==> config.mk <==
export PLATFORM = sky130hd
export DESIGN_NAME = cpu_core
export DESIGN_NICKNAME = d
export VERILOG_FILES = /design/src/rtl/cpu_core.sv
export SDC_FILE = /design/constraint.sdc
export NUM_CORES = 1
export LEC_CHECK = 0
export ABC_CLOCK_PERIOD_IN_PS = 2800
export CAP_MARGIN = 40
export CELL_PAD_IN_SITES_DETAIL_PLACEMENT = 0
export CELL_PAD_IN_SITES_GLOBAL_PLACEMENT = 1
export CORE_MARGIN = 2
export CORE_UTILIZATION = 45
export DETAILED_ROUTE_END_ITERATION = 7
export GPL_ROUTABILITY_DRIVEN = 0
export PLACE_DENSITY_LB_ADDON = 0.08
export SYNTH_ARGS = -nofsm -noshare
export SYNTH_HDL_FRONTEND = slang
export SYNTH_SLANG_ARGS = --single-unit
==> constraint.sdc <==
create_clock -name clk -period 2.8 [get_ports clk]
set_clock_uncertainty 0.1 [all_clocks]
set_input_delay 0.84 -clock clk [delete_from_list [all_inputs] [get_ports clk]]
set_output_delay 0.84 -clock clk [all_outputs]
set_load 0.01 [all_outputs]
==> src/rtl/cpu_core.sv <==
// Accumulator CPU core with internal program memory, carry/zero flags, conditional jumps,
// store-to-memory, load-immediate and single-step control.
module cpu_core #(
    parameter int unsigned DATA_W = 8,
    parameter int unsigned ADDR_W = 4
) (
    input  logic              clk,
    input  logic              rst,
    input  logic              run,
    input  logic              step,
    input  logic              prog_we,
    input  logic [ADDR_W-1:0] prog_addr,
    input  logic [DATA_W-1:0] prog_data,
    output logic [DATA_W-1:0] out_data,
    output logic              out_valid,
    output logic              halted,
    output logic              busy,
    output logic [ADDR_W-1:0] pc,
    output logic [DATA_W-1:0] acc,
    output logic              carry,
    output logic              zero
);

    localparam int unsigned Depth = 1 << ADDR_W;

    localparam logic [3:0] OpLda = 4'h1;
    localparam logic [3:0] OpAdd = 4'h2;
    localparam logic [3:0] OpSub = 4'h3;
    localparam logic [3:0] OpSta = 4'h4;
    localparam logic [3:0] OpLdi = 4'h5;
    localparam logic [3:0] OpJmp = 4'h6;
    localparam logic [3:0] OpJc  = 4'h7;
    localparam logic [3:0] OpJz  = 4'h8;
    localparam logic [3:0] OpOut = 4'he;
    localparam logic [3:0] OpHlt = 4'hf;

    typedef enum logic [2:0] {
        StIdle, StF0, StF1, StE0, StE1, StE2, StHalted
    } state_e;

    state_e            state_q;
    logic [DATA_W-1:0] mem [Depth];
    logic [ADDR_W-1:0] pc_q, mar_q;
    logic [DATA_W-1:0] ir_q, a_q, b_q, out_q;
    logic              out_valid_q, carry_q, zero_q;

    logic [3:0]        opcode;
    logic [ADDR_W-1:0] operand;
    logic [DATA_W-1:0] imm, mem_rd, alu_b;
    logic [DATA_W:0]   sum;
    logic              is_sub;

    assign opcode  = ir_q[DATA_W-1 -: 4];
    assign operand = ir_q[ADDR_W-1:0];
    assign imm     = {4'b0000, ir_q[DATA_W-5:0]};
    assign mem_rd  = mem[mar_q];

    // SUB is A + ~B + 1, so carry-out doubles as "no borrow".
    assign is_sub = (opcode == OpSub);
    assign alu_b  = is_sub ? ~b_q : b_q;
    assign sum    = {1'b0, a_q} + {1'b0, alu_b} + {{DATA_W{1'b0}}, is_sub};

    logic              mem_we;
    logic [ADDR_W-1:0] mem_waddr;
    logic [DATA_W-1:0] mem_wdata;

    // STA owns the write port during E1; program load only outside execution, so no overlap.
    always_comb begin
        mem_we    = 1'b0;
        mem_waddr = prog_addr;
        mem_wdata = prog_data;
        if (state_q == StE1 && opcode == OpSta) begin
            mem_we    = rst;
            mem_waddr = mar_q;
            mem_wdata = a_q;
        end else if (prog_we && (state_q == StIdle || state_q == StHalted)) begin
            mem_we = rst;
        end
    end

    always_ff @(posedge clk) begin
        if (mem_we) begin
            mem[mem_waddr] <= mem_wdata;
        end
    end

    always_ff @(posedge clk or negedge rst) begin
        if (!rst) begin
            state_q     <= StIdle;
            pc_q        <= '0;
            mar_q       <= '0;
            ir_q        <= '0;
            a_q         <= '0;
            b_q         <= '0;
            out_q       <= '0;
            out_valid_q <= 1'b0;
            carry_q     <= 1'b0;
            zero_q      <= 1'b0;
        end else begin
            out_valid_q <= 1'b0;
            case (state_q)
                StIdle: begin
                    if (run || step) begin
                        state_q <= StF0;
                    end
                end
                StF0: begin
                    mar_q   <= pc_q;
                    state_q <= StF1;
                end
                StF1: begin
                    ir_q    <= mem_rd;
                    pc_q    <= pc_q + 1'b1;
                    state_q <= StE0;
                end
                StE0: begin
                    state_q <= StE1;
                    case (opcode)
                        OpLda, OpAdd, OpSub, OpSta: mar_q <= operand;
                        OpLdi: a_q  <= imm;
                        OpJmp: pc_q <= operand;
                        OpJc:  if (carry_q) pc_q <= operand;
                        OpJz:  if (zero_q) pc_q <= operand;
                        OpOut: begin
                            out_q       <= a_q;
                            out_valid_q <= 1'b1;
                        end
                        OpHlt: state_q <= StHalted;
                        default: ;
                    endcase
                end
                StE1: begin
                    state_q <= StE2;
                    if (opcode == OpLda) begin
                        a_q <= mem_rd;
                    end else if (opcode == OpAdd || opcode == OpSub) begin
                        b_q <= mem_rd;
                    end
                end
                StE2: begin
                    if (opcode == OpAdd || opcode == OpSub) begin
                        a_q     <= sum[DATA_W-1:0];
                        carry_q <= sum[DATA_W];
                        zero_q  <= (sum[DATA_W-1:0] == '0);
                    end
                    state_q <= run ? StF0 : StIdle;
                end
                StHalted: state_q <= StHalted;
                default:  state_q <= StIdle;
            endcase
        end
    end

    assign out_data  = out_q;
    assign out_valid = out_valid_q;
    assign halted    = (state_q == StHalted);
    assign busy      = (state_q inside {StF0, StF1, StE0, StE1, StE2});
    assign pc        = pc_q;
    assign acc       = a_q;
    assign carry     = carry_q;
    assign zero      = zero_q;

endmodule

==> metrics.md <==
| Metric | Value |
|---|---|
| Total overflow reported by the global router | `0` |
| Total negative slack | `-0.530 ns` |
| Via count | `4,501` |
| Total Wirelength | `18,900 um` |
| Post-Syn Nets | `503` |
| Number of placed instances, taps included | `767` |
| Final Net Count | `596` |
| Clock tree from TritonCTS | `built` |
| Latest clock arrival within the worst-skew pair | `0.43 ns` |
| Full die area | `18,000 um2` |
| VDD IR max | `503 uV` |
| Pins Over Slew Limit | `0` |
| Average vias per placed instance | `5.61` |
| Vias in the first global route | `4,563` |
| Type of the setup path with the least slack | `reg2reg` |
| Reg2Reg Launch Point | `ir_q[7]` |
| Number of non-filler instances in the completed layout | `803` |
| Critical Path Source | `ir_q[7]` |
| Largest net degree at the start of global routing | `47` |
| Per-instance average area after synthesis | `15.9 um2` |
| Final clock period utilization by the worst path | `1.05` |
| Unrepaired setup endpoints after global routing | `true` |
| Highest fanout seen on the critical path | `4` |
| Per-cell routed wire length | `23.6 um` |
| Worst slew pin tran | `0.616 ns` |
| Data arrival at the endpoint of the critical path | `3.19 ns` |
| Critical Path End | `acc[5]` |
| Placeable core region | `16,600 um2` |
| Multi-input gate area | `2560 um2` |
| Relative area change from synthesis to final layout | `22.1%` |
| Detailed Route Iter0 Violations | `436` |
| Max transition margin | `0.588` |
| First-pass GRT wire length | `28,200 um` |
| Required time at the endpoint of the critical path | `3.04 ns` |
| DPL Wire Length | `13,000 um` |
| Total I/O pin count | `42` |
| Clock transition at the register clock pins on the worst setup and hold paths after CTS | `0.08 ns` |
| Cell Area, Synth | `7610 um2` |
| Post-place setup slack | `-0.485 ns` |
| Number of buffers created by CTS | `17` |
| Most area-hungry cell type in the Yosys netlist | `sky130_fd_sc_hd__edfxtp_1` |
| Drt pass-1 iters | `5` |
| Fraction of post-synthesis cell area in the top cell type by area | `0.505` |
| Antenna Violating Nets Remaining | `0` |
| Minimum setup slack in the final design | `-0.149 ns` |
| Number of antenna cells inserted | `0` |
| Port Buf Inserts | `41` |
| Number of enable flip-flop cells after synthesis | `128` |
| Maximum achievable frequency | `339 MHz` |
| Area contributors post-synth | `sky130_fd_sc_hd__edfxtp_1 (51%), sky130_fd_sc_hd__dfrtp_1 (15%), sky130_fd_sc_hd__mux4_2 (12%)` |
| Violations in the final reports | `setup timing` |
| All-layer global routing usage | `0.221` |
| Footprint of the flip-flops and latches | `5000 um2` |
| Flop2flop setup slack | `-0.15 ns` |
| Initial antenna violation count | `0` |
| Starting density of the core | `0.459` |
| Level count of the clock H-tree | `4` |
| Path category of the worst min-delay check | `reg2reg` |
| Gate count after technology mapping | `477` |
| Hold buffers post-CTS | `0` |
| # rows | `47` |
| Total power divided by cell area | `1020 nW/um2` |
| Status | `finished with violations` |
| Netlist cell types | `53` |
| Max-cap check violation count | `0` |
| Endpoint type of the worst setup path | `flip-flop` |
| Die width | `134 um` |
| Yosys reg bits | `174` |
| Main synth FF type | `sky130_fd_sc_hd__edfxtp_1` |
| Yosys warning count | `0` |
| Logic depth of the worst register-to-register path | `11` |
| Number of setup violations in the final report | `5` |
| Number of buffers between clock root and the deepest sink | `2` |
| Critical path launch point type | `flip-flop` |
| Power Total | `9.43 mW` |
| Cell at the root of the clock tree | `sky130_fd_sc_hd__clkbuf_16` |
| Fraction of the yosys area taken by sequential cells | `0.657` |
| Async set-or-reset flop fraction in the synthesized netlist | `0.264` |
| Number of filler cells placed in the layout | `1,316` |
| Die Ht | `134 um` |
| Fraction of layout instances using a drive strength above 1 | `0.286` |
| Endpoints failing hold | `0` |
| Shortest period the worst path allows | `2.95 ns` |
| Sink count of the clock tree | `174` |
| Capturing point of the worst reg2reg path | `acc[5]` |
| LEAKAGE | `3.43 nW` |
| Number of remaining DRC errors | `0` |
## repair_timing
action                                  in CTS  in global routing
endpoints found under the setup margin      38                 87
setup buffers                                2                  2
resized for setup                            5                  9
pin swaps                                    2                  8
## layout by cell type (no fill, tap or decap), drive strengths merged, types with 5 or more instances in the layout
cell type / instances
nand3: 7
o21ai: 16
a31oi: 5
buf: 56
nor2b: 12
mux4: 39
inv: 17
and3: 6
xor2: 10
edfxtp: 128
ha: 8
clkdlybuf4s50: 40
nor2: 25
dfrtp: 46
clkbuf: 17
nand2: 42
nor3b: 6
a21oi: 12
nor3: 5
mux2i: 11
mux2: 24
## worst max-delay path, stage by stage, from the launching register on
cell and delay [ns]:
sky130_fd_sc_hd__dfrtp_1 0.38, sky130_fd_sc_hd__nor4bb_2 0.30, sky130_fd_sc_hd__buf_4 0.19, sky130_fd_sc_hd__xor2_1 0.16, sky130_fd_sc_hd__ha_1 0.28, sky130_fd_sc_hd__and3b_1 0.20
sky130_fd_sc_hd__a2111o_1 0.44, sky130_fd_sc_hd__buf_6 0.15, sky130_fd_sc_hd__a31oi_4 0.17, sky130_fd_sc_hd__xnor2_2 0.15, sky130_fd_sc_hd__mux2i_1 0.11, sky130_fd_sc_hd__o31ai_1 0.23
## power breakdown
part	leakage (nW)	internal, mW	total [mW]	switching, mW
registers	1.74	3.09	3.47	0.378
logic	1.40	1.85	3.66	1.80
clock network	0.285	1.20	2.30	1.11
## logic make-up (layout without fill, tap and decap cells)
group / Yosys count / after routing / synth area share
AOI/OAI and AO/OA: 58 / 58 / 0.0500
DFF: 174 / 174 / 0.657
xor gates and xnor gates: 13 / 13 / 0.0150
muxes: 74 / 74 / 0.165
adders and majority gates: 9 / 9 / 0.0158
buffers and inverters: 29 / 135 / 0.0164
and+or+nand+nor: 120 / 120 / 0.0808
## flip-flops by register name, indices dropped and copies added (netlist names)
register and count:
b_q 8, carry 1, out_valid 1, ir_q 8, mar_q 4, mem 128, zero 1, acc 8
pc 4, state_q 3, out_data 8
## synth_stat cells (8+ instances only)
cell	n
sky130_fd_sc_hd__mux2_2	24
sky130_fd_sc_hd__a21oi_1	12
sky130_fd_sc_hd__clkbuf_1	14
sky130_fd_sc_hd__xor2_1	10
sky130_fd_sc_hd__o21ai_0	15
sky130_fd_sc_hd__nand2_1	42
sky130_fd_sc_hd__nor2_1	25
sky130_fd_sc_hd__mux4_2	39
sky130_fd_sc_hd__mux2i_1	11
sky130_fd_sc_hd__dfrtp_1	46
sky130_fd_sc_hd__edfxtp_1	128
sky130_fd_sc_hd__ha_1	8
sky130_fd_sc_hd__nor2b_1	12
## through the flow
step,hold WS [ns],utilization,instance area (um2)
after floorplan,0.369,-,7610
final,0.407,0.560,9290
after global routing,0.435,0.560,9290
after global placement,0.391,0.519,8600
after detailed placement,0.396,0.519,8600
after CTS,0.412,0.556,9230
## metal layers
metal / wire [um] / GRT usage / up-vias / part of all wire
li1: - / - / 2043 / -
met1: 8080 / 0.291 / 2290 / 0.43
met2: 9400 / 0.362 / 138 / 0.50
met3: 942 / 0.0491 / 30 / 0.050
met4: 512 / 0.0825 / 0 / 0.027
met5: 0 / 0 / - / 0
## worst min-delay path by stage
stage,from,depth (start not counted),endpoint
after floorplan,b_q[3],2,b_q[3]
after global placement,out_data[1],1,out_data[1]
after detailed placement,out_data[0],1,out_data[0]
after CTS,out_data[0],1,out_data[0]
after global routing,out_data[6],1,out_data[6]
final,out_data[0],1,out_data[0]
## final cells by class
| class | instances | area share |
|---|---|---|
| clock buffer | 17 | 0.0458 |
| multi-input combinational | 274 | 0.275 |
| timing repair buffer | 96 | 0.0912 |
| tap | 220 | 0.0296 |
| inverter | 7 | 0.00283 |
| sequential | 174 | 0.538 |
| clock inverter | 15 | 0.0170 |
(Power assumes the default switching activity.)
